$ cat config.mk
export PLATFORM = sky130hd
export DESIGN_NAME = sync_fifo_param
export DESIGN_NICKNAME = d
export VERILOG_FILES = /design/src/rtl/sync_fifo_pkg.sv /design/src/rtl/sync_fifo_mem.sv /design/src/rtl/sync_fifo_param.sv
export SDC_FILE = /design/constraint.sdc
export NUM_CORES = 1
export LEC_CHECK = 0
export ABC_AREA = 0
export BUFFER_PORTS_ARGS = -buffer_cell sky130_fd_sc_hd__buf_4
export CAP_MARGIN = 5
export CORE_MARGIN = 2
export CORE_UTILIZATION = 35
export DETAILED_ROUTE_END_ITERATION = 10
export PLACE_DENSITY_LB_ADDON = 0.25
export SYNTH_ARGS = -nofsm -noshare
export SYNTH_HDL_FRONTEND = slang
export SYNTH_HIERARCHICAL = 1
export SYNTH_SLANG_ARGS = --single-unit
$ cat constraint.sdc
create_clock -name clk -period 3.05 [get_ports clk]
set_input_delay 0.305 -clock clk [delete_from_list [all_inputs] [get_ports clk]]
set_output_delay 0.305 -clock clk [all_outputs]
set_load 0.01 [all_outputs]
$ cat src/rtl/sync_fifo_pkg.sv
// Shared defaults and sizing helpers for the parametrised single-clock FIFO.
package sync_fifo_pkg;

  localparam int DEF_DATA_W = 8;
  localparam int DEF_ADDR_W = 3;

  function automatic int depth_of(input int addr_w);
    return 1 << addr_w;
  endfunction

  // One extra bit so occupancy can represent DEPTH itself.
  function automatic int count_w_of(input int addr_w);
    return addr_w + 1;
  endfunction

endpackage

$ cat src/rtl/sync_fifo_mem.sv
// DEPTH x DATA_W simple dual-port RAM: sync write, registered read-first read (1 clk).
// No backpressure; the caller gates wr_en/rd_en. Only the read register is reset.
module sync_fifo_mem
  import sync_fifo_pkg::*;
#(
  parameter int DATA_W = DEF_DATA_W,
  parameter int ADDR_W = DEF_ADDR_W
) (
  input  logic              clk,
  input  logic              rst,
  input  logic              wr_en,
  input  logic [ADDR_W-1:0] wr_addr,
  input  logic [DATA_W-1:0] wr_data,
  input  logic              rd_en,
  input  logic [ADDR_W-1:0] rd_addr,
  output logic [DATA_W-1:0] rd_data
);

  localparam int DEPTH = depth_of(ADDR_W);

  logic [DATA_W-1:0] mem [DEPTH];

  always_ff @(posedge clk) begin
    if (wr_en) begin
      mem[wr_addr] <= wr_data;
    end
  end

  // Non-blocking read of the same address returns the pre-write entry.
  always_ff @(posedge clk or posedge rst) begin
    if (rst) begin
      rd_data <= '0;
    end else if (rd_en) begin
      rd_data <= mem[rd_addr];
    end
  end

endmodule

$ cat src/rtl/sync_fifo_param.sv
// Single-clock FIFO, 1-clk read latency with rd_valid strobe; writes refused when full unless a
// read is accepted in the same cycle. SYNC_FIFO_ERR_EN enables sticky overflow/underflow flags.
module sync_fifo_param
  import sync_fifo_pkg::*;
#(
  parameter int DATA_W    = DEF_DATA_W,
  parameter int ADDR_W    = DEF_ADDR_W,
  parameter int AF_THRESH = 6,
  parameter int AE_THRESH = 2
) (
  input  logic              clk,
  input  logic              rst,
  input  logic              wr_en,
  input  logic [DATA_W-1:0] wr_data,
  input  logic              rd_en,
  output logic [DATA_W-1:0] rd_data,
  output logic              rd_valid,
  output logic              full,
  output logic              empty,
  output logic              almost_full,
  output logic              almost_empty,
  output logic [ADDR_W:0]   count,
  output logic              overflow,
  output logic              underflow
);

  localparam int DEPTH = depth_of(ADDR_W);
  localparam int CNT_W = count_w_of(ADDR_W);

  logic [ADDR_W-1:0] wr_ptr;
  logic [ADDR_W-1:0] rd_ptr;
  logic              rd_acc;
  logic              wr_acc;

  assign empty        = (count == '0);
  assign full         = (count == CNT_W'(DEPTH));
  assign almost_full  = (count >= CNT_W'(AF_THRESH));
  assign almost_empty = (count <= CNT_W'(AE_THRESH));

  // No bypass: a read on an empty FIFO is refused even when a write lands that cycle.
  assign rd_acc = rd_en & ~empty;
  assign wr_acc = wr_en & (~full | rd_acc);

  sync_fifo_mem #(
    .DATA_W (DATA_W),
    .ADDR_W (ADDR_W)
  ) u_mem (
    .clk     (clk),
    .rst     (rst),
    .wr_en   (wr_acc),
    .wr_addr (wr_ptr),
    .wr_data (wr_data),
    .rd_en   (rd_acc),
    .rd_addr (rd_ptr),
    .rd_data (rd_data)
  );

  always_ff @(posedge clk or posedge rst) begin
    if (rst) begin
      wr_ptr   <= '0;
      rd_ptr   <= '0;
      count    <= '0;
      rd_valid <= 1'b0;
    end else begin
      rd_valid <= rd_acc;
      if (wr_acc) begin
        wr_ptr <= wr_ptr + 1'b1;
      end
      if (rd_acc) begin
        rd_ptr <= rd_ptr + 1'b1;
      end
      case ({wr_acc, rd_acc})
        2'b10:   count <= count + CNT_W'(1);
        2'b01:   count <= count - CNT_W'(1);
        default: count <= count;
      endcase
    end
  end

`ifdef SYNC_FIFO_ERR_EN
  always_ff @(posedge clk or posedge rst) begin
    if (rst) begin
      overflow  <= 1'b0;
      underflow <= 1'b0;
    end else begin
      if (wr_en & ~wr_acc) begin
        overflow <= 1'b1;
      end
      if (rd_en & ~rd_acc) begin
        underflow <= 1'b1;
      end
    end
  end
`else
  assign overflow  = 1'b0;
  assign underflow = 1'b0;
`endif

endmodule

==> flow_summary.toml, run 1 <==
[route]
wl_per_cell_um = 16.47
drc = 0
detail_route.iter0.violations = 85
detail_route_antenna_nets = 0
route.vias.total = 1970
vias_per_cell = 4.840
drtPass1Iterations = 4
postRouteWirelength_um = 6705

[clocking]
clk_pin_slew_worst_paths_ns = 0.09
cts_repair_resize_count = 0
post-cts-setup-buffer-count = 0
clock_sink_count = 83
number_of_cts_inserted_buffers = 9
ctsHtreeMaxLevel = 3
tritoncts = "built"
cts_root_buf = "clkbuf_8"
ctsHoldBuffers = 1
worstSkewPairLatency_ns = 0.35
clock_tree.buffer_depth = 2

[timing]
timing.hold.ws_ns = 0.1989
hold_violations = 0
final_setup_tns_ns = 0
finalCriticalPeriod_ns = 2.771
rsz0062_at_grt = "false"
timing.final.max_slew_violations = 0
skew_ns = 0.01091
worstMarginPinSlew_ns = 1.014
fin_crit_sh_pct = 90.84
max_freq_ghz = 0.3609
finalSetupViolCount = 0
slew_headroom_pct = 32.42

[global_routing]
grt_pass1_wl_um = 10520
grt_max_degree = 43
antenna_violations_before_repair = 0
grt_util_all_layers_pct = 12.86
total_global_routing_overflow = 0
grt_pass1_vias = 1888

[yosys]
synth-async-reset-ratio_pct = 22.89
synth_seq_cells = 83
mappedNetlistArea_um2 = 3546
syn_inst = 233
number_of_enable_type_register_cells_in_the_synthesized_netlist = 64
synth.yosys.seq_area_share_pct = 67.61
yosys_warnings = 6
yosys.area.top_type_share_pct = 54.20
netlist.top_cell.by_area = "edfxtp_1"
netlist_top_cells_area = "edfxtp_1, dfrtp_1, mux2i_1"
ys.flop_type = "edfxtp_1"
syn-mean-instance-area_um2 = 15.22
synthDistinctLibCells = 42

[final_layout]
antennaDiodeCount = 0
final_layout_size_suffix_gt1_share_pct = 21.17
fillers = 944
synthToLayoutAreaGrowth_pct = 15.53
finalNetCount = 287

[pwr]
net-switching-power_mw = 1.307
power.static_leakage_nw = 1.571
power.internal_mw = 2.475
power_frac_seq_pct = 46.9
p_comb_share_pct = 32.1
report.power.total_mw = 3.782
power.share.switching_pct = 34.56
ir_worst_vdd_mv = 0.2602
power_frac_clock_pct = 21.0
total_power_divided_by_cell_area_nw_per_um2 = 923.3

[placement]
io_buffer_count = 28
finalWeightedCongestion = 0.7200
dp_hpwl_um = 4225

[setup_path]
setup.worst_path.start = "count[0]$_DFFE_PP0P_"
r2r_setup_slack_ns = 0.28
timing.reg2reg.worst_path_depth = 7
worstPathArrival_ns = 3.00
crit_fanout = 9
timing.critical_path.required_ns = 3.28
classification_of_the_worst_setup_path = "flip-flop to flip-flop"
worstSetupStartpointType = "flip-flop"
r2r-start = "count[0]$_DFFE_PP0P_"
worst_setup_path_end_kind = "flip-flop"
critical_path.reg2reg.endpoint = "count[3]$_DFFE_PP0P_"
worstSetupEndpoint = "count[3]$_DFFE_PP0P_"

[die]
die_area_um2 = 10950
chip_width_um = 104.7
fp.coreArea_um2 = 9819
floorplan.initialDensity_pct = 36.11
number_of_placement_rows = 36
chipHeight_um = 104.7
design.portCount = 31

[job]
timing.max_cap.violations = 0

[hold_path]
worstHoldPathType = "input pin to flip-flop"

[run_status]
outcome = "complete, no violations"
==> power by group through the flow <==
stage               logic, mW  registers (mW)  clock network, mW
floorplan               0.938            1.67                  0
global placement         1.21            1.79                  0
detailed placement       1.21            1.81                  0
CTS                      1.22            1.78              0.818
global route             1.33            1.82              0.871
finish                   1.21            1.77              0.793
==> Yosys cell counts, types with 3 or more instances <==
master and number:
nand2b_1 4, nand2_1 7, nand3_1 9, mux2i_1 25, nor2b_1 16, a41o_1 8
edfxtp_1 64, a211o_1 8, xnor2_1 5, nor2_1 7, inv_1 9, buf_2 3
buf_6 3, a22oi_1 8, buf_4 4, ha_1 5, dfrtp_1 19
==> registers in the layout (all words and copies together) (netlist names) <==
signal	cells
count	4
u_mem/mem	64
rd_ptr	3
wr_ptr	3
rd_valid	1
u_mem/rd_data	8
==> critical path: stages (launching register included) <==
cell	delay [ns]
dfrtp_1	0.49
or4b_4	0.61
o21ai_4	0.20
ha_1	0.20
ha_1	0.28
or4b_2	0.62
o311ai_0	0.12
o211ai_1	0.12
==> cells by family (layout without fill, tap and decap cells) <==
logic type	after synthesis	after routing	synth area share [%]
muxes	27	27	7.798
AOI/OAI and AO/OA	35	35	8.469
and+or+nand+nor	53	53	8.398
adders and majority gates	6	6	2.329
DFF	83	83	67.61
other	1	2	0.1058
buffers and inverters	22	62	3.810
xor gates and xnor gates	6	6	1.482
==> cells in the final DEF, fill, tap and decap left out, types with 2 or more instances in the layout <==
cell        instances
conb_1              2
clkbuf_8            9
nand2b_1            4
xnor2_1             5
nand3_1             9
o211ai_1            2
mux2i_1            25
buf_4              36
a211o_1             8
a21oi_1             2
ha_1                5
nand2_1             7
nor3b_1             2
edfxtp_1           64
dfrtp_1            18
nor2b_1            16
a41o_1              8
inv_1               9
clkinvlp_4          3
nor2_1              7
nor3_1              2
a22oi_1             8
==> layer usage <==
layer	up-vias	wire length [µm]	GRT usage [%]	share of wire, %
met5	-	0	0	0
met4	0	57	3.143	0.85
met3	6	345	3.431	5.1
met2	45	2961	18.63	44
met1	975	3341	19.23	50
li1	944	-	-	-
==> cell type report <==
type / instances / area [µm²] / share of cell area, %
clock buffer: 10 / 127.6 / 3.115
clock inverter: 6 / 72.57 / 1.772
inverter: 9 / 33.78 / 0.8247
multi-input combinational: 129 / 1017 / 24.83
sequential: 83 / 2399 / 58.55
tap: 133 / 166.4 / 4.062
timing repair buffer: 37 / 280.3 / 6.842
==> per-stage QoR <==
stage,setup slack (ns),utilization [%],area [µm²],instances
final,0.2795,41.72,4096,407
after CTS,0.2690,41.72,4096,407
after global routing,0.1274,41.72,4096,407
after detailed placement,0.2924,39.58,3886,390
after floorplan,0.09223,-,3550,234
after global placement,0.3384,39.58,3886,390
==> how the worst min path moves through the flow <==
stage,start,end,cells after the start
global placement,rst,u_mem/rd_data[1]$_DFFE_PP0P_,2
CTS,wr_data[2],u_mem/mem[6][2]$_DFFE_PP_,1
detailed placement,rst,u_mem/rd_data[1]$_DFFE_PP0P_,2
finish,wr_data[7],u_mem/mem[2][7]$_DFFE_PP_,1
global route,wr_data[2],u_mem/mem[4][2]$_DFFE_PP_,1
floorplan,rst,u_mem/rd_data[0]$_DFFE_PP0P_,1
(Power assumes the default switching activity.)
==> run 2: changes to the inputs <==
- CAP_MARGIN: 5 -> 20
- CORE_ASPECT_RATIO: not set -> 2
==> flow_summary.toml, run 2 (synthesis gave the netlist of run 1 again) <==
[run_status]
outcome = "complete, no violations"

[route]
postRouteWirelength_um = 7222
detail_route.iter0.violations = 133
vias_per_cell = 4.821
drc = 0
drtPass1Iterations = 4
detail_route_antenna_nets = 0
route.vias.total = 1996
wl_per_cell_um = 17.44

[final_layout]
regMostFlops = "u_mem/mem"
utilization_pct = 42.27
fillers = 951
fin_area_um2 = 4235
final_layout_size_suffix_gt1_share_pct = 21.86
most_used_cells_in_the_layout_excluding_fill_and_tap_cells = "edfxtp_1, buf_4, mux2i_1"
fin_cells = 414
largest_reg_flops = 64
antennaDiodeCount = 0
final_common_cell = "edfxtp_1"
synthToLayoutAreaGrowth_pct = 19.44
biggestRegsByFlops = "u_mem/mem x64, u_mem/rd_data x8, count x4"
finalNetCount = 292

[timing]
skew_ns = 0.007997
fin_crit_sh_pct = 90.93
finalCriticalPeriod_ns = 2.773
slew_headroom_pct = 29.82
final_setup_tns_ns = 0
max_freq_ghz = 0.3606
setup_ws_ns = 0.2767
timing.final.max_slew_violations = 0
hold_violations = 0
worstMarginPinSlew_ns = 1.053
timing.hold.ws_ns = 0.2027
rsz0062_at_grt = "false"
finalSetupViolCount = 0

[pwr]
power.internal_mw = 2.791
net-switching-power_mw = 1.315
power.static_leakage_nw = 1.653
power_frac_seq_pct = 43.3
power_frac_clock_pct = 26.3
power.share.switching_pct = 32.03
p_comb_share_pct = 30.5
ir_worst_vdd_mv = 0.5548
report.power.total_mw = 4.107
total_power_divided_by_cell_area_nw_per_um2 = 969.6

[setup_path]
worstSetupStartpointType = "flip-flop"
worstPathArrival_ns = 2.97
crit_path_cell_trace = "or4b_4, o21ai_4, ha_1, ha_1, or4b_2, o311ai_0, o211ai_1"
crit_fanout = 9
worst_setup_path_end_kind = "flip-flop"
worst_path_most_repeated_cell = "ha_1"
timing.critical_path.required_ns = 3.25
buffers_plus_inverters_on_the_worst_setup_path = 0
critical-path-top-delay-family = "simple AND/OR/NAND/NOR gates"
classification_of_the_worst_setup_path = "flip-flop to flip-flop"
cpPeakStageDelay_ns = 0.64
highest_delay_cell_along_the_critical_path = "or4b_2"

[clocking]
cts_root_buf = "clkbuf_16"
worstSkewPairLatency_ns = 0.33
clk_pin_slew_worst_paths_ns = 0.06
clock_sink_count = 83
post-cts-setup-buffer-count = 0
number_of_cts_inserted_buffers = 9
clock_tree.buffer_depth = 2
tritoncts = "built"
ctsHtreeMaxLevel = 3

[placement]
place_inst = 397
finalWeightedCongestion = 0.7152
io_buffer_count = 28
dp_hpwl_um = 5086
post_detailed_placement_cell_area_um2 = 3926
dp_slack_ns = 0.2729

[hold_path]
worstHoldPathType = "input pin to flip-flop"

[die]
design.portCount = 31
floorplan.initialDensity_pct = 35.39
chipHeight_um = 146.3
fp.coreArea_um2 = 10020
number_of_placement_rows = 52
die_area_um2 = 11000
chip_width_um = 75.17

[job]
timing.max_cap.violations = 0

[global_routing]
total_global_routing_overflow = 0
grt_util_all_layers_pct = 14.59
grt_pass1_wl_um = 11390
antenna_violations_before_repair = 0
grt_max_degree = 43
grt_pass1_vias = 2059
==> run 2: cell count changes in the layout (fill, tap and decap cells not counted) <==
cell	change
buf_4	+5
clkbuf_1	+2
clkbuf_16	+9
clkbuf_8	-7
clkinv_2	+1
clkinvlp_4	-3
inv_6	-1
inv_8	-1
==> run 2: path summary, 6_finish.rpt <==
| kind | start | endpoint | slack (ns) | cells past startpoint |
|---|---|---|---|---|
| max in group asynchronous | rst | rd_ptr[0]$_DFFE_PP0P_ | 2.13 | 3 |
| worst min register to register | wr_ptr[2]$_DFFE_PP0P_ | wr_ptr[2]$_DFFE_PP0P_ | 0.50 | 1 |
| worst min-delay path | wr_data[6] | u_mem/mem[7][6]$_DFFE_PP_ | 0.20 | 1 |
| min in group asynchronous | rst | u_mem/rd_data[2]$_DFFE_PP0P_ | 0.52 | 3 |
| worst max register to register | count[3]$_DFFE_PP0P_ | count[3]$_DFFE_PP0P_ | 0.28 | 7 |
| worst max-delay path | count[3]$_DFFE_PP0P_ | count[3]$_DFFE_PP0P_ | 0.28 | 7 |
==> run 2: repair_timing <==
action | 4_1_cts | 5_1_grt
setup endpoints to repair | 0 | 0
hold buffers | 1 | 0
resized for setup | 0 | 0
hold endpoints to repair | 8 | 0
==> run 2: layout make-up <==
class | count | area (µm²) | area share, %
timing repair buffer | 42 | 317.8 | 7.504
sequential | 83 | 2399 | 56.63
clock buffer | 14 | 264.0 | 6.233
multi-input combinational | 129 | 1017 | 24.02
inverter | 9 | 33.78 | 0.7976
tap | 135 | 168.9 | 3.988
clock inverter | 2 | 35.03 | 0.8272
==> run 2: worst reg2reg max path, stage by stage (launching register included) <==
cell,delay [ns]
dfrtp_1,0.49
or4b_4,0.54
o21ai_4,0.20
ha_1,0.22
ha_1,0.29
or4b_2,0.64
o311ai_0,0.15
o211ai_1,0.13
==> run 2: layer usage <==
| layer | GRT usage [%] | vias up | part of all wire [%] | routed length [µm] |
|---|---|---|---|---|
| met3 | 3.520 | 7 | 3.0 | 220 |
| met4 | 5.526 | 0 | 1.3 | 97 |
| met2 | 25.83 | 47 | 57 | 4110 |
| met1 | 16.26 | 981 | 39 | 2793 |
| met5 | 0 | - | 0 | 0 |
| li1 | - | 961 | - | - |
==> run 2: power by group through the flow <==
stage | combinational, mW | clock, mW | sequential, mW
after global placement | 1.26 | 0 | 1.80
final | 1.25 | 1.08 | 1.78
after global routing | 1.38 | 1.16 | 1.82
after floorplan | 0.938 | 0 | 1.67
after detailed placement | 1.28 | 0 | 1.81
after CTS | 1.29 | 1.10 | 1.79
